[config.mk]
export PLATFORM = sky130hd
export DESIGN_NAME = if_prefetch_stage_flat
export DESIGN_NICKNAME = d
export VERILOG_FILES = /design/src/rtl/if_prefetch_stage_pkg.sv /design/src/rtl/if_prefetch_stage_if.sv /design/src/rtl/if_prefetch_stage_chk.sv /design/src/rtl/if_prefetch_stage_fetch_queue.sv /design/src/rtl/if_prefetch_stage.sv /design/src/flat_wrapper.sv
export SDC_FILE = /design/constraint.sdc
export NUM_CORES = 1
export LEC_CHECK = 0
export CAP_MARGIN = 15
export CORE_ASPECT_RATIO = 0.5
export CORE_MARGIN = 4
export CORE_UTILIZATION = 50
export CTS_CLUSTER_SIZE = 16
export DETAILED_ROUTE_END_ITERATION = 12
export HOLD_SLACK_MARGIN = 0.12
export PLACE_DENSITY = 0.73
export SKIP_CTS_REPAIR_TIMING = 1
export SLEW_MARGIN = 15
export SYNTH_ARGS = -nofsm -noshare
export SYNTH_HDL_FRONTEND = slang
export SYNTH_SLANG_ARGS = --single-unit
[constraint.sdc]
create_clock -name clk -period 14.5 [get_ports clk]
set_input_delay 2.9 -clock clk [delete_from_list [all_inputs] [get_ports clk]]
set_output_delay 2.9 -clock clk [all_outputs]
set_load 0.05 [all_outputs]
[src/rtl/if_prefetch_stage_pkg.sv]
// Shared defaults and redirect-source decoding for the prefetching fetch stage.
package if_prefetch_stage_pkg;

    localparam int          XLEN_DEF     = 32;
    localparam int          DEPTH_DEF    = 4;
    localparam logic [31:0] RESET_PC_DEF = 32'h0000_0000;

    typedef enum logic [1:0] {
        RD_NONE = 2'd0,
        RD_BJ   = 2'd1,
        RD_MRET = 2'd2,
        RD_EXP  = 2'd3
    } redirect_src_e;

    // Trap beats mret beats branch/jump when several arrive together.
    function automatic redirect_src_e redirect_src(input logic exp_i, input logic mret_i,
                                                   input logic bj_i);
        redirect_src_e src;
        if (exp_i) begin
            src = RD_EXP;
        end else if (mret_i) begin
            src = RD_MRET;
        end else if (bj_i) begin
            src = RD_BJ;
        end else begin
            src = RD_NONE;
        end
        return src;
    endfunction

endpackage

[src/rtl/if_prefetch_stage_if.sv]
// Instruction-bus read channel: request (valid/ready/addr) and in-order response (valid/data).
interface if_prefetch_stage_if
    import if_prefetch_stage_pkg::*;
#(
    parameter int XLEN = XLEN_DEF
);
    logic            ibus_req_valid;
    logic [XLEN-1:0] ibus_req_addr;
    logic            ibus_req_ready;
    logic            ibus_rsp_valid;
    logic [XLEN-1:0] ibus_rsp_data;

    modport master (
        output ibus_req_valid, ibus_req_addr,
        input  ibus_req_ready, ibus_rsp_valid, ibus_rsp_data
    );

    modport slave (
        input  ibus_req_valid, ibus_req_addr,
        output ibus_req_ready, ibus_rsp_valid, ibus_rsp_data
    );
endinterface

[src/rtl/if_prefetch_stage_chk.sv]
// Bus protocol checker for the prefetch stage's response channel.
module if_prefetch_stage_chk #(
    parameter int PTR_W = 3
) (
    input logic             clk,
    input logic             rst,
    input logic             rsp_valid_i,
    input logic [PTR_W-1:0] outstanding_i
);
    rsp_has_owner_a: assert property (@(posedge clk) disable iff (rst)
        rsp_valid_i |-> (outstanding_i != '0))
        else $error("ibus response arrived with no read outstanding");
endmodule

[src/rtl/if_prefetch_stage_fetch_queue.sv]
// In-order circular buffer of fetched words: entries are allocated at issue, filled by
// responses in order, and popped toward ID once filled.
module if_prefetch_stage_fetch_queue #(
    parameter int XLEN  = 32,
    parameter int DEPTH = 4
) (
    input  logic                   clk,
    input  logic                   rst,
    input  logic                   flush_i,
    input  logic                   alloc_i,
    input  logic [XLEN-1:0]        alloc_pc_i,
    input  logic                   alloc_misal_i,
    input  logic                   fill_i,
    input  logic [XLEN-1:0]        fill_data_i,
    input  logic                   pop_i,
    output logic                   head_valid_o,
    output logic [XLEN-1:0]        head_pc_o,
    output logic [XLEN-1:0]        head_inst_o,
    output logic                   head_misal_o,
    output logic                   full_o,
    output logic [$clog2(DEPTH):0] occupancy_o
);
    localparam int IDX_W = $clog2(DEPTH);
    localparam int PTR_W = IDX_W + 1;

    logic [XLEN-1:0]  pc_q   [DEPTH];
    logic [XLEN-1:0]  inst_q [DEPTH];
    logic [DEPTH-1:0] filled_q;
    logic [DEPTH-1:0] misal_q;
    logic [PTR_W-1:0] wr_q, wr_d, rd_q, rd_d, fp_q, fp_d;
    logic [IDX_W-1:0] wr_idx_s, rd_idx_s, fp_idx_s;
    logic             empty_s, do_alloc_s, do_fill_s, do_pop_s;

    // Head view, handshake qualification and pointer next-state (fp = oldest unfilled entry).
    always_comb begin
        wr_idx_s     = wr_q[IDX_W-1:0];
        rd_idx_s     = rd_q[IDX_W-1:0];
        fp_idx_s     = fp_q[IDX_W-1:0];
        occupancy_o  = wr_q - rd_q;
        empty_s      = (wr_q == rd_q);
        full_o       = (occupancy_o == PTR_W'(DEPTH));
        head_valid_o = !empty_s && filled_q[rd_idx_s];
        head_pc_o    = pc_q[rd_idx_s];
        head_inst_o  = inst_q[rd_idx_s];
        head_misal_o = misal_q[rd_idx_s];
        do_alloc_s   = alloc_i && !full_o && !flush_i;
        do_fill_s    = fill_i && !flush_i;
        do_pop_s     = pop_i && head_valid_o && !flush_i;
        wr_d = flush_i ? '0 : (wr_q + PTR_W'(do_alloc_s));
        rd_d = flush_i ? '0 : (rd_q + PTR_W'(do_pop_s));
        fp_d = flush_i ? '0 : (fp_q + PTR_W'(do_fill_s));
    end

    // Entry storage and pointer registers.
    always_ff @(posedge clk) begin
        if (rst) begin
            for (int i = 0; i < DEPTH; i++) begin
                pc_q[i]   <= '0;
                inst_q[i] <= '0;
            end
            filled_q <= '0;
            misal_q  <= '0;
            wr_q     <= '0;
            rd_q     <= '0;
            fp_q     <= '0;
        end else begin
            wr_q <= wr_d;
            rd_q <= rd_d;
            fp_q <= fp_d;
            if (do_alloc_s) begin
                pc_q[wr_idx_s]     <= alloc_pc_i;
                inst_q[wr_idx_s]   <= '0;
                filled_q[wr_idx_s] <= alloc_misal_i;
                misal_q[wr_idx_s]  <= alloc_misal_i;
            end
            if (do_fill_s) begin
                inst_q[fp_idx_s]   <= fill_data_i;
                filled_q[fp_idx_s] <= 1'b1;
            end
        end
    end

endmodule

[src/rtl/if_prefetch_stage.sv]
// Prefetching fetch stage: issues word reads, tracks in-flight/stale reads, redirects with
// trap > mret > branch priority, and hands {pc, inst, exception} to ID from an in-order queue.
module if_prefetch_stage
    import if_prefetch_stage_pkg::*;
#(
    parameter int              XLEN     = XLEN_DEF,
    parameter int              DEPTH    = DEPTH_DEF,
    parameter logic [XLEN-1:0] RESET_PC = XLEN'(RESET_PC_DEF)
) (
    input  logic                       clk,
    input  logic                       rst,
    input  logic                       bj_flag,
    input  logic [XLEN-1:0]            bj_addr,
    input  logic                       jump2exp,
    input  logic [XLEN-1:0]            meh_addr,
    input  logic                       ex_is_mret_inst,
    input  logic [XLEN-1:0]            mret_addr,
    input  logic                       pipe_stall,
    input  logic                       id_allowin,
    if_prefetch_stage_if.master        ibus,
    output logic                       if_id_valid,
    output logic [XLEN-1:0]            if_pc,
    output logic [XLEN-1:0]            if_inst,
    output logic                       if_exp_flag,
    output logic                       if_inst_addr_misal
);
    localparam int PTR_W = $clog2(DEPTH) + 1;
    localparam int CNT_W = PTR_W + 1;

    logic [XLEN-1:0]  fetch_pc_q, fetch_pc_d, target_s;
    logic [PTR_W-1:0] inflight_q, inflight_d, drop_cnt_q, drop_cnt_d;
    logic [PTR_W-1:0] occupancy_s, outstanding_s;
    logic             halted_q, halted_d;
    redirect_src_e    src_s;
    logic             redirect_s, aligned_s, space_s, req_valid_s, issue_s, misal_alloc_s;
    logic             rsp_drop_s, rsp_fill_s, pop_s, full_s, head_valid_s, head_misal_s;

    // Redirect selection and issue/response/pop qualification.
    always_comb begin
        src_s      = redirect_src(jump2exp, ex_is_mret_inst, bj_flag);
        redirect_s = (src_s != RD_NONE);
        case (src_s)
            RD_EXP:  target_s = meh_addr;
            RD_MRET: target_s = mret_addr;
            RD_BJ:   target_s = bj_addr;
            default: target_s = fetch_pc_q;
        endcase
        aligned_s     = (fetch_pc_q[1:0] == 2'b00);
        outstanding_s = inflight_q + drop_cnt_q;
        // Stale reads still occupy the bus window, so they count against DEPTH too.
        space_s       = (CNT_W'(occupancy_s) + CNT_W'(drop_cnt_q)) < CNT_W'(DEPTH);
        req_valid_s   = !rst && !redirect_s && !halted_q && aligned_s && space_s;
        issue_s       = req_valid_s && ibus.ibus_req_ready;
        misal_alloc_s = !rst && !redirect_s && !halted_q && !aligned_s && !full_s;
        rsp_drop_s    = ibus.ibus_rsp_valid && (drop_cnt_q != '0);
        rsp_fill_s    = ibus.ibus_rsp_valid && (drop_cnt_q == '0) && !redirect_s;
        pop_s         = head_valid_s && id_allowin && !pipe_stall;
    end

    // Fetch PC, halt flag and read-accounting next state.
    always_comb begin
        fetch_pc_d = fetch_pc_q;
        halted_d   = halted_q;
        inflight_d = inflight_q;
        drop_cnt_d = drop_cnt_q;
        if (redirect_s) begin
            fetch_pc_d = target_s;
            halted_d   = 1'b0;
            inflight_d = '0;
            drop_cnt_d = outstanding_s - PTR_W'(ibus.ibus_rsp_valid);
        end else begin
            fetch_pc_d = issue_s ? (fetch_pc_q + XLEN'(4)) : fetch_pc_q;
            halted_d   = halted_q || misal_alloc_s;
            inflight_d = inflight_q + PTR_W'(issue_s) - PTR_W'(rsp_fill_s);
            drop_cnt_d = drop_cnt_q - PTR_W'(rsp_drop_s);
        end
    end

    // Fetch-control state registers.
    always_ff @(posedge clk) begin
        if (rst) begin
            fetch_pc_q <= RESET_PC;
            halted_q   <= 1'b0;
            inflight_q <= '0;
            drop_cnt_q <= '0;
        end else begin
            fetch_pc_q <= fetch_pc_d;
            halted_q   <= halted_d;
            inflight_q <= inflight_d;
            drop_cnt_q <= drop_cnt_d;
        end
    end

    assign ibus.ibus_req_valid = req_valid_s;
    assign ibus.ibus_req_addr  = {fetch_pc_q[XLEN-1:2], 2'b00};

    if_prefetch_stage_fetch_queue #(
        .XLEN  (XLEN),
        .DEPTH (DEPTH)
    ) u_queue (
        .clk           (clk),
        .rst           (rst),
        .flush_i       (redirect_s),
        .alloc_i       (issue_s || misal_alloc_s),
        .alloc_pc_i    (fetch_pc_q),
        .alloc_misal_i (misal_alloc_s),
        .fill_i        (rsp_fill_s),
        .fill_data_i   (ibus.ibus_rsp_data),
        .pop_i         (pop_s),
        .head_valid_o  (head_valid_s),
        .head_pc_o     (if_pc),
        .head_inst_o   (if_inst),
        .head_misal_o  (head_misal_s),
        .full_o        (full_s),
        .occupancy_o   (occupancy_s)
    );

    assign if_id_valid        = head_valid_s;
    assign if_exp_flag        = head_misal_s;
    assign if_inst_addr_misal = head_misal_s;

    if_prefetch_stage_chk #(
        .PTR_W (PTR_W)
    ) u_chk (
        .clk           (clk),
        .rst           (rst),
        .rsp_valid_i   (ibus.ibus_rsp_valid),
        .outstanding_i (outstanding_s)
    );

endmodule
[src/flat_wrapper.sv]
// flat-port wrapper written by rule: the top's interface ports become plain ports
module if_prefetch_stage_flat import if_prefetch_stage_pkg::*;
#(
    parameter int              XLEN     = XLEN_DEF,
    parameter int              DEPTH    = DEPTH_DEF,
    parameter logic [XLEN-1:0] RESET_PC = XLEN'(RESET_PC_DEF)
)
  (clk, rst, bj_flag, bj_addr, jump2exp, meh_addr, ex_is_mret_inst, mret_addr, pipe_stall, id_allowin, if_id_valid, if_pc, if_inst, if_exp_flag, if_inst_addr_misal, ibus_ibus_req_valid, ibus_ibus_req_addr, ibus_ibus_req_ready, ibus_ibus_rsp_valid, ibus_ibus_rsp_data);
  if_prefetch_stage_if #(.XLEN(XLEN)) ibus_i ();
  input  logic clk;
  input  logic rst;
  input  logic bj_flag;
  input  logic [XLEN-1:0] bj_addr;
  input  logic jump2exp;
  input  logic [XLEN-1:0] meh_addr;
  input  logic ex_is_mret_inst;
  input  logic [XLEN-1:0] mret_addr;
  input  logic pipe_stall;
  input  logic id_allowin;
  output logic if_id_valid;
  output logic [XLEN-1:0] if_pc;
  output logic [XLEN-1:0] if_inst;
  output logic if_exp_flag;
  output logic if_inst_addr_misal;
  output wire logic [$bits(ibus_i.ibus_req_valid)-1:0] ibus_ibus_req_valid;
  output wire logic [$bits(ibus_i.ibus_req_addr)-1:0] ibus_ibus_req_addr;
  input wire logic [$bits(ibus_i.ibus_req_ready)-1:0] ibus_ibus_req_ready;
  input wire logic [$bits(ibus_i.ibus_rsp_valid)-1:0] ibus_ibus_rsp_valid;
  input wire logic [$bits(ibus_i.ibus_rsp_data)-1:0] ibus_ibus_rsp_data;
  assign ibus_ibus_req_valid = ibus_i.ibus_req_valid;
  assign ibus_ibus_req_addr = ibus_i.ibus_req_addr;
  assign ibus_i.ibus_req_ready = ibus_ibus_req_ready;
  assign ibus_i.ibus_rsp_valid = ibus_ibus_rsp_valid;
  assign ibus_i.ibus_rsp_data = ibus_ibus_rsp_data;
  if_prefetch_stage #(.XLEN(XLEN), .DEPTH(DEPTH), .RESET_PC(RESET_PC)) u_core (.clk(clk), .rst(rst), .bj_flag(bj_flag), .bj_addr(bj_addr), .jump2exp(jump2exp), .meh_addr(meh_addr), .ex_is_mret_inst(ex_is_mret_inst), .mret_addr(mret_addr), .pipe_stall(pipe_stall), .id_allowin(id_allowin), .ibus(ibus_i), .if_id_valid(if_id_valid), .if_pc(if_pc), .if_inst(if_inst), .if_exp_flag(if_exp_flag), .if_inst_addr_misal(if_inst_addr_misal));
endmodule
## Word-level counts from Yosys, hierarchy flattened

Memories as Yosys holds them, arrays and structs flattened. A register that Yosys moved wholly into a read port is not among the register bits.
Index checks and enable logic that the tools add are counted.

- Register bits: 56
- Bits in writable memories: 256
- Bits of input ports: 137
- Output and inout port bits: 100
- Logic and storage cells: 113
- Memories kept: 2

Memories:

| name | words | width | read ports | clocked after memory_dff | wr ports | RTL line | source |
|---|---|---|---|---|---|---|---|
| u_core.u_queue.inst_q | 4 | 32 | 1 | 1 | 4 | if_prefetch_stage_fetch_queue.sv:27 | `logic [XLEN-1:0] inst_q [DEPTH];` |
| u_core.u_queue.pc_q | 4 | 32 | 1 | 1 | 4 | if_prefetch_stage_fetch_queue.sv:26 | `logic [XLEN-1:0] pc_q [DEPTH];` |

- $add $sub $neg: 11
- Order comparisons: 6
- Equality and inequality tests: 6
- Muxes and demuxes: 39
- Bitwise gates (word level): 1
- Reductions and logical operators: 39

Operators by type and width:

| cell | count |
|---|---|
| $mux 32 | 5 |
| $pmux 32 s3 | 1 |
| $reduce_or 32->1 | 3 |
| $add 32x3->32 const B | 1 |
| $logic_and 1x1->1 | 20 |
| $mux 1 | 16 |
| $mux 2 | 7 |
| $add 3x1->3 | 4 |
| $mux 4 | 3 |
| $lt 2x3->1 const B | 3 |
| $sub 3x1->3 | 3 |
| $bwmux 4 | 2 |
| $logic_not 1->1 | 7 |
| $add 3x3->4 | 1 |
| $bmux 1 s2 | 2 |
| $demux 1 s2 | 2 |
| $eq 2x2->1 const B | 2 |
| $ge 2x1->1 const B | 2 |
| $lt 4x3->1 const B | 1 |
| $ne 4x1->1 const B | 1 |
| $or 4x4->4 | 1 |
| $reduce_bool 2->1 | 2 |
| $add 3x3->3 | 1 |
| $eq 3x3->1 | 1 |
| 10 further kinds | 11 |

## Longest topological paths before layout

Gate-level depths: netlist (run 1).

- Depth in word-level cells: 18
- Gate-level depth with buffers: 17
- Mapped depth without buffers: 14

## Cells and area by module

A second synthesis (run 1) with hierarchy kept.

- Cells, all modules: 1145
- Area, all modules: 15031.9 um2

By module, submodules not included:

| module | times used | cells each | area each (um2) | sequential area each (um2) |
|---|---|---|---|---|
| if_prefetch_stage_fetch_queue | 1 | 726 | 11871.4 | 8007.7 |
| if_prefetch_stage | 1 | 419 | 3160.5 | 780.7 |

## Worst setup path after synthesis (run 1)

Ideal clock, no wire load.

- Path type: input port to output port
- From: in ex_is_mret_inst
- To: out ibus_ibus_req_valid
- Data arrival time: 4.535 ns
- Data required time: 11.600 ns
- Path slack: 7.065 ns
- Stages: 5
- Buffers on the path: 0
- Path through: inv_1 -> a21oi_1 -> ha_1 -> or3b_4 -> nor4_4

- Word-level cells in the longest chain between the ends: 8

RTL lines:

| what | RTL line | source |
|---|---|---|
| start: declaration | flat_wrapper.sv:16 | `input logic ex_is_mret_inst;` |
| $mux 2 | if_prefetch_stage_pkg.sv:21 | `end else if (mret_i) begin` |
| $mux 2 | if_prefetch_stage_pkg.sv:19 | `if (exp_i) begin` |
| $reduce_bool 2->1 | if_prefetch_stage.sv:41 | `redirect_s = (src_s != RD_NONE);` |
| $logic_not 1->1 | if_prefetch_stage.sv:52 | `req_valid_s = !rst && !redirect_s && !halted_q && aligned_s && space_s;` |
| $logic_and 1x1->1 (4 in a row) | if_prefetch_stage.sv:52 |  |
| end: declaration | flat_wrapper.sv:25 | `output wire logic [$bits(ibus_i.ibus_req_valid)-1:0] ibus_ibus_req_valid;` |

No other way between the ends.

## Worst setup path in the final report (run 1)

Ends and elaborated chain as after synthesis.

==> results of run 1 <==
Yosys cell counts, types with 3 or more instances:
| master | count |
|---|---|
| nor2_1 | 88 |
| nand4_1 | 11 |
| nand3_1 | 16 |
| inv_1 | 33 |
| nand2b_1 | 4 |
| buf_6 | 3 |
| nand2_1 | 17 |
| edfxtp_1 | 256 |
| a311oi_1 | 8 |
| clkbuf_1 | 52 |
| a22o_1 | 3 |
| buf_4 | 33 |
| a211oi_2 | 3 |
| or3_1 | 11 |
| and2_2 | 4 |
| buf_2 | 7 |
| nor3_2 | 9 |
| and2_1 | 248 |
| or4_1 | 3 |
| mux2i_1 | 3 |
| a221o_1 | 3 |
| mux4_2 | 66 |
| buf_1 | 16 |
| o21bai_1 | 3 |
| nor2b_1 | 6 |
| fa_1 | 3 |
| ha_1 | 20 |
| xor2_1 | 6 |
| xnor2_1 | 19 |
| and3_1 | 3 |
| o21ai_0 | 14 |
| a21oi_1 | 32 |
| dfxtp_1 | 55 |
| a211oi_1 | 19 |
| a22oi_1 | 32 |
| nor3_1 | 8 |
| nor4_1 | 4 |
flip-flops by register name, indices dropped and copies added (netlist names), 4 cells and up:
| signal | cells |
|---|---|
| u_core.u_queue.misal_q | 4 |
| u_core.fetch_pc_q | 32 |
| u_core.u_queue.pc_q | 128 |
| u_core.u_queue.filled_q | 4 |
| u_core.u_queue.inst_q | 128 |
power by group:
part           total, W  switching, W  internal (W)  leakage, nW
combinational  0.000244      0.000143      0.000101         3.01
sequential      0.00103     0.0000342       0.00100         3.10
clock          0.000758      0.000322      0.000436        0.460
layer usage:
layer | track usage | part of all wire | vias up
met2 | 0.371 | 0.51 | 224
met5 | 0 | 0 | -
met1 | 0.290 | 0.43 | 4875
li1 | - | - | 4522
met4 | 0.0490 | 0.021 | 0
met3 | 0.0269 | 0.039 | 49
cells by family after synthesis:
| logic type | synth area share |
|---|---|
| DFF | 0.582 |
| buffers and inverters | 0.0474 |
| muxes | 0.100 |
| and+or+nand+nor | 0.172 |
| other | 0.000248 |
| AOI/OAI and AO/OA | 0.0616 |
| adders and majority gates | 0.0205 |
| xor gates and xnor gates | 0.0161 |
metrics by stage:
step	worst slack, ps	instances	hold slack [ps]
final	5260	1737	489
after global routing	5110	1737	499
after CTS	5290	1737	491
after detailed placement	5290	1685	475
after global placement	5330	1685	459
after floorplan	7060	1155	442
area by class of cell:
type,count,area share
repair buffers,251,0.134
flip-flops and latches,311,0.476
clock inverters,14,0.00839
multi-input cells,699,0.306
well taps,391,0.0265
clock buffers,38,0.0427
inverters,33,0.00670
how the worst max path moves through the flow:
stage | startpoint | endpoint | depth (start not counted)
3_3_place_gp | ex_is_mret_inst | ibus_ibus_req_valid | 8
5_1_grt | ex_is_mret_inst | ibus_ibus_req_valid | 8
3_5_place_dp | ex_is_mret_inst | ibus_ibus_req_valid | 8
6_report | ex_is_mret_inst | ibus_ibus_req_valid | 8
4_1_cts | ex_is_mret_inst | ibus_ibus_req_valid | 8
2_1_floorplan | ex_is_mret_inst | ibus_ibus_req_valid | 5
critical path, cell delays in order:
cell	delay (ps)
clkdlybuf4s50_1	480
inv_1	40
a21oi_1	240
ha_2	210
buf_4	600
or3b_4	480
nor4_4	460
clkdlybuf4s50_1	910
==> results.md, run 1 <==
- Post-synthesis cell type count: 62
- Core Util, Final: 0.629
- Initial antenna violation count: 0
- Main synth FF type: edfxtp_1
- Clock Skews: 21.1 ps
- Hold Path Origin: u_core.halted_q$_SDFF_PP0_
- RSZ-0062 raised after global routing: no
- Commonest non-fill, non-tap cell in the layout: edfxtp_1
- Layout fillers: 2248
- Die Y: 131 µm
- Cts bufs inserted: 28
- Max cap viols: 0
- Worst hold endpoint: u_core.halted_q$_SDFF_PP0_
- Syn Std Cell Area: 15100 µm²
- Die Wd: 254 µm
- Multi-input gate area in the final layout: 5660 µm²
- Final instance area: 18500 µm²
- Largest net degree at the start of global routing: 78
- Power Total: 0.00204 W
- CTS tree: yes
- Peak supply drop: 0.0822 mV
- DP Wirelength: 23.1 mm
- Clock latency on the worst-skew pair: 550 ps
- Startpoint Class: input pin
- Post-Synthesis Cells: 1154
- CTS root buffer: clkbuf_16
- Data arrival, critical path: 6340 ps
- Placer Congestion: 0.817
- Via/cell ratio: 5.57
- # DRC: 0
- Yosys reg bits: 311
- Worst reg2reg path startpoint: u_core.u_queue.rd_q[1]$_SDFF_PP0_
- Vias in the first global route: 9788
- Hold path depth: 2
- Worst rel slew slack: 0.273
- Ant diodes: 0
- HP Class: reg -> reg
- Fin Setup TNS: 0 ps
- Share of cells above drive strength 1: 0.122
- Row count: 44
- Commonest cells after routing, fill and taps aside: edfxtp_1 (256), and2_1 (248), clkdlybuf4s50_1 (234)
- Max-slew violations: 0
- Sink Count: 311
- Final setup fails: 0
- First-pass GRT wire length: 55.1 mm
- FFs w/ async S/R, synth: 0
- ANT nets after route: 0
- Total Nets Final: 1484
- Port Buffers: 234
- DRT iter0 DRCs: 710
- Gr usage total: 0.212
- Critical Path RT: 11600 ps
- Sequential-to-total area share from yosys stat: 0.582
- Placed inst area: 17500 µm²
- Pleak: 6.57 nW
- IO Pins: 237
- Clock buffer depth: 3
- Synthesis warning total: 0
- Detailed Routing Iterations Pass 1: 5
- Worst-path fanout max: 77
- DIE AREA: 33200 µm²
- Run status: finished clean
- Layout area overhead: 22.3%
- Starting Density: 0.514
- Critical R2R Capture: u_core.u_queue.inst_q[3][21]$_SDFFCE_PN0P_
- Syn Area/Cell: 13.1 µm²
- R2r setup slk: 8280 ps
- Cell taking the most area after synthesis: edfxtp_1
- Worst Max-Slew Pin Slew: 1090 ps
- PwrDens: 110 nW/µm²
- Hold Fails Final Rpt: 0
- Clock-pin slew on the worst setup and hold paths: 60 ps
- Tcrit/Tclk final: 0.637
- Register Area: 8800 µm²
- Worst Setup Path Type: in -> out
- Critical path capture point type: output pin
- H-tree depth: 1
- FF-to-FF path depth: 11
- Post-synth EDFFs: 256
- Vias: 9670
- Top cells by area, synth: edfxtp_1 (51%), and2_1 (10%), mux4_2 (9.8%)
- Core area: 29400 µm²
- FMAX: 0.108 GHz
- GRT overflow: 0
- Drt wl/cell: 20.5 µm
- Fin crit period: 9240 ps
- Yosys top cell area share: 0.509
- Total routed wirelength: 35.7 mm
Power figures use the tool's default switching activity.
==> run 2, diff against run 1 <==
- CORE_UTILIZATION: 50 -> 49
- PLACE_DENSITY: 0.73 -> 0.75
- clock period: 14.5 -> 8 ns (I/O delays scaled with it)
==> run 2 against run 1 <==
Against the previous run: non-clock buffer count fell by 1; highest routed layer unchanged; clock power increased by 86%; critical path depth stayed put; total power up 83%; largest power group unchanged; die area grew 1.9%; utilization is 1.9 points lower; via count increased by 0.78%; register-to-register slack got worse by 6100 ps; combinational power up 82%.
==> results.md, run 2 (synthesized netlist as in run 1, its figures left out) <==
- Run status: finished clean
- Row count: 45
- # DRC: 0
- Pint: 0.00282 W
- Hold Fails Final Rpt: 0
- Critical Path RT: 6400 ps
- Worst Max-Slew Pin Slew: 1120 ps
- Cts bufs inserted: 28
- Vias in the first global route: 9890
- Max-slew violations: 0
- Critical path capture point type: output pin
- Startpoint Class: register
- Clock latency on the worst-skew pair: 550 ps
- Final setup margin: 1760 ps
- Core area: 30300 µm²
- Sequential power share: 0.504
- Starting Density: 0.498
- Worst-path fanout max: 68
- Worst Setup Path Type: reg -> out
- Drt wl/cell: 21.0 µm
- Data arrival, critical path: 4640 ps
- Power share of the combinational group: 0.119
- DIE AREA: 33900 µm²
- Clock-pin slew on the worst setup and hold paths: 70 ps
- Sw frac: 0.244
- Clock buffer depth: 3
- H-tree depth: 1
- DP Wirelength: 24.2 mm
- Max cap viols: 0
- Clk pwr share: 0.377
- Largest net degree at the start of global routing: 77
- PwrDens: 202 nW/µm²
- Die Wd: 256 µm
- Fin Setup TNS: 0 ps
- Total Nets Final: 1483
- Biggest regs: u_core.u_queue.inst_q (128), u_core.u_queue.pc_q (128), u_core.fetch_pc_q (32)
- RSZ-0062 raised after global routing: no
- DRT iter0 DRCs: 838
- CTS tree: yes
- DP Worst Slack: 1840 ps
- Final setup fails: 0
- Sink Count: 311
- Die Y: 132 µm
- Total routed wirelength: 36.7 mm
- Layout fillers: 2297
- Placed inst area: 17600 µm²
- Clock Skews: 18.7 ps
- Gr usage total: 0.213
- Pleak: 6.58 nW
- Via/cell ratio: 5.59
- Tcrit/Tclk final: 0.780
- Share of cells above drive strength 1: 0.120
- Fin crit period: 6240 ps
- HP Class: reg -> reg
- Worst rel slew slack: 0.252
- Layout area overhead: 22.5%
- Initial antenna violation count: 0
- ANT nets after route: 0
- FMAX: 0.160 GHz
- Port Buffers: 234
- Final instance area: 18500 µm²
- CTS root buffer: clkbuf_16
- Ant diodes: 0
- Net Switching: 0.000912 W
- Peak supply drop: 0.155 mV
- Commonest non-fill, non-tap cell in the layout: edfxtp_1
- Detailed Routing Iterations Pass 1: 5
- Vias: 9745
- First-pass GRT wire length: 57.1 mm
- IO Pins: 237
- Commonest cells after routing, fill and taps aside: edfxtp_1 (256), and2_1 (248), clkdlybuf4s50_1 (234)
- Placer Congestion: 0.888
- GRT overflow: 0
run 2: cell count changes in the layout (fill, tap and decap cells not counted), sizes merged:
cell / before / now
clkinv: 9 / 13
bufinv: 3 / 5
clkbuf: 38 / 33
inv: 33 / 32
buf: 17 / 16
run 2: stage by stage:
stage	util	instances	hold slack [ps]	power, W
floorplan	-	1155	442	0.00218
global placement	0.577	1691	465	0.00235
detailed placement	0.578	1692	469	0.00236
CTS	0.610	1744	485	0.00376
global route	0.610	1744	496	0.00386
finish	0.610	1744	491	0.00373
run 2: path summary, 6_finish.rpt:
check	from	end	slack, ps	cells past startpoint
hold / removal	u_core.halted_q$_SDFF_PP0_	u_core.halted_q$_SDFF_PP0_	490	2
setup reg to reg	u_core.u_queue.rd_q[1]$_SDFF_PP0_	u_core.u_queue.inst_q[3][8]$_SDFFCE_PN0P_	2130	10
setup / recovery	u_core.u_queue.rd_q[1]$_SDFF_PP0_	ibus_ibus_req_valid	1760	8
hold reg to reg	u_core.halted_q$_SDFF_PP0_	u_core.halted_q$_SDFF_PP0_	490	2
run 2: power groups by stage:
stage | combinational, W | sequential [W] | clock, W
6_report | 0.000445 | 0.00188 | 0.00141
5_1_grt | 0.000474 | 0.00189 | 0.00150
4_1_cts | 0.000448 | 0.00188 | 0.00143
3_5_place_dp | 0.000445 | 0.00192 | 0
3_3_place_gp | 0.000440 | 0.00191 | 0
2_1_floorplan | 0.000297 | 0.00188 | 0
run 2: critical path: stages (launching register included):
cell	delay, ps
dfxtp_4	1070
inv_1	200
fa_1	450
xor3_1	270
inv_1	60
ha_1	260
or4_4	500
nor4_4	350
clkdlybuf4s50_1	920
run 2: final cells by class:
cell class / instances / area (µm²) / area share
Sequential cell: 311 / 8800 / 0.475
Multi-Input combinational cell: 699 / 5650 / 0.305
Timing Repair Buffer: 250 / 2480 / 0.134
Clock buffer: 33 / 741 / 0.0400
Tap cell: 399 / 499 / 0.0270
Clock inverter: 19 / 218 / 0.0118
Inverter: 33 / 124 / 0.00669
run 2: layer usage:
layer	GRT usage	vias up	wire length (µm)
li1	-	4526	-
met1	0.285	4917	15700
met2	0.373	247	18700
met3	0.0296	55	1500
met4	0.0478	0	814
met5	0	-	0
==> edit: new RTL, settings of run 2 <==
Set the package constant `XLEN_DEF` to 16 (it was 32).
--- a/src/rtl/if_prefetch_stage_pkg.sv
+++ b/src/rtl/if_prefetch_stage_pkg.sv
@@ -1,7 +1,7 @@
 // Shared defaults and redirect-source decoding for the prefetching fetch stage.
 package if_prefetch_stage_pkg;
 
-    localparam int          XLEN_DEF     = 32;
+    localparam int          XLEN_DEF     = 16;
     localparam int          DEPTH_DEF    = 4;
     localparam logic [31:0] RESET_PC_DEF = 32'h0000_0000;
 
Interface: changed (7 resized); port bits go from 237 to 125. No check against the original RTL was run, so the function may have changed too.
==> edit against run 2 <==
Wire length fell by 48%; area after synthesis decreased by 45%; hold slack better by 0.0076 ns; power down 45%; sequential cell count decreased by 144; sequential share of layout area decreased by 2.3 points; cell area fell by 45%; setup slack better by 0.31 ns; largest power group unchanged.
==> edit: results (changes against run 2) <==
clockRootBuffer: "clkbuf_16"  # unchanged
grt_start_max_net_pins: 54  # was 77
synthDistinctLibCells: 54  # was 62
tightest_slew_ns: 0.8944  # was 1.121 ns
r2r_end: "u_core.u_queue.inst_q[2][15]"  # was u_core.u_queue.inst_q[3][8]
reg2reg_setup_slack_ns: 3.67  # was 2.13 ns
layout-drive-gt1-share_pct: 11.68  # was 11.97%
crit_end: "ibus_ibus_req_valid"  # unchanged
hp-class: "reg -> reg"  # unchanged
synth_seq_area_share_pct: 55.21  # was 58.18%
ys_top_cells_by_area: "edfxtp_1 46%, dfxtp_1 9.3%, mux4_2 9.1%"  # was edfxtp_1 51%, and2_1 10%, mux4_2 9.8%
slowest_stage: "clkdlybuf4s50_1"  # was dfxtp_4
drt-initial-drc-count: 424  # was 838
place.gp.congestion: 0.7662  # was 0.8883
firstDrtPassIters: 5  # unchanged
h-tree-depth: 4  # was 1
rr_worst_depth: 10  # unchanged
port_buffers: 122  # was 234
grt_usage_pct: 19.96  # was 21.26%
ir_drop_uv: 164.7  # was 154.6 uV
clock_latency_ns: 0.42  # was 0.55 ns
status: "finished, final reports clean"  # unchanged
slowest_delay_ns: 0.80  # was 1.07 ns
fin_nets: 845  # was 1483
synthTopCellsByCount: "128 x edfxtp_1, 89 x and2_1, 54 x and3_1, 43 x nor2_1"  # was 256 x edfxtp_1, 248 x and2_1, 88 x nor2_1, 66 x mux4_2, 55 x dfxtp_1
post-dp-hpwl_um: 12190  # was 24190 um
path_clk_slew_ns: 0.07  # about the same
reg2reg_from: "u_core.u_queue.wr_q[0]"  # was u_core.u_queue.rd_q[1]
cts_made_buffers: 17  # was 28
top_regs: "u_core.u_queue.inst_q x64, u_core.u_queue.pc_q x64, u_core.fetch_pc_q x16"  # was u_core.u_queue.inst_q x128, u_core.u_queue.pc_q x128, u_core.fetch_pc_q x32
clk_path_buf_depth: 2  # was 3
grt_pass1_wl_um: 29900  # was 57080 um
antenna_found_initial: 0  # unchanged
async_flop_share_pct: 0  # unchanged
power.leakage_nw: 3.835  # was 6.580 nW
synth_edf_count: 128  # was 256
grt_pass1_vias: 5625  # was 9890
antenna_cells: 0  # unchanged
yosysWarnings: 0  # unchanged
finClkSkew_ns: 0.01257  # was 0.01872 ns
cp-startpoint: "ex_is_mret_inst"  # was u_core.u_queue.rd_q[1]
avgViaCountPerCell: 5.645  # was 5.588
drt-total-wl_um: 18980  # was 36660 um
crit_fanout: 42  # was 68
## edit: cell types whose count changed in the layout (fill, tap and decap cells not counted), sizes merged, moves of 32 or more
cell and delta:
mux4 -32, clkdlybuf4s50 -112, edfxtp -128, nor2 -45
and2 -163, and3 +51
## edit: critical path, delay by kind of cell
family	cells	cell delay, ns
AND/OR/NAND/NOR	2	0.61
buffers and inverters	4	1.70
adder cells (fa/ha/maj)	1	0.19
AO/OA/AOI/OAI	1	0.22
## edit: through the flow
stage / cell area (um2) / setup WS [ns] / hold WS, ns / std cells
4_1_cts: 10230 / 2.064 / 0.5049 / 989
5_1_grt: 10230 / 1.914 / 0.5330 / 989
3_5_place_dp: 9646 / 2.070 / 0.4827 / 957
3_3_place_gp: 9646 / 2.141 / 0.4699 / 957
6_report: 10230 / 2.071 / 0.4988 / 989
2_1_floorplan: 8381 / 3.526 / 0.4458 / 662
## edit: how the worst min path moves through the flow
stage / from / end / slack (ns) / cells past startpoint
floorplan: u_core.u_queue.misal_q[0] / u_core.u_queue.misal_q[0] / 0.45 / 2
global placement: u_core.u_queue.misal_q[0] / u_core.u_queue.misal_q[0] / 0.47 / 2
detailed placement: u_core.u_queue.misal_q[2] / u_core.u_queue.misal_q[2] / 0.48 / 2
CTS: u_core.u_queue.misal_q[0] / u_core.u_queue.misal_q[0] / 0.50 / 2
global route: u_core.u_queue.misal_q[0] / u_core.u_queue.misal_q[0] / 0.53 / 2
finish: u_core.u_queue.misal_q[0] / u_core.u_queue.misal_q[0] / 0.50 / 2
## edit: cell families after synthesis
logic type	share of synthesized area (%)
and+or+nand+nor	17.39
DFF	55.21
AOI/OAI and AO/OA	8.126
buffers and inverters	4.899
muxes	9.261
adders and majority gates	3.704
xor gates and xnor gates	1.374
other	0.04477
## edit: report_power, final
group          switching, mW  total (mW)  internal [mW]  leakage, nW
clock network          0.368       0.812          0.443        0.280
registers             0.0328       0.999          0.966         1.64
logic                  0.135       0.236          0.100         1.91
## edit: final cells by class
class / count / area [um2]
timing repair buffer: 133 / 1304
clock inverter: 15 / 157.7
multi-input combinational: 407 / 3346
tap: 227 / 284.0
inverter: 23 / 86.33
clock buffer: 17 / 425.4
fill: 1294 / 6329
sequential: 167 / 4626
## edit: metal layers
| metal | part of all wire (%) | global-route usage [%] |
|---|---|---|
| met3 | 4.2 | 3.979 |
| met2 | 51 | 34.90 |
| met4 | 0.95 | 4.785 |
| met5 | 0 | 0 |
| met1 | 44 | 26.04 |
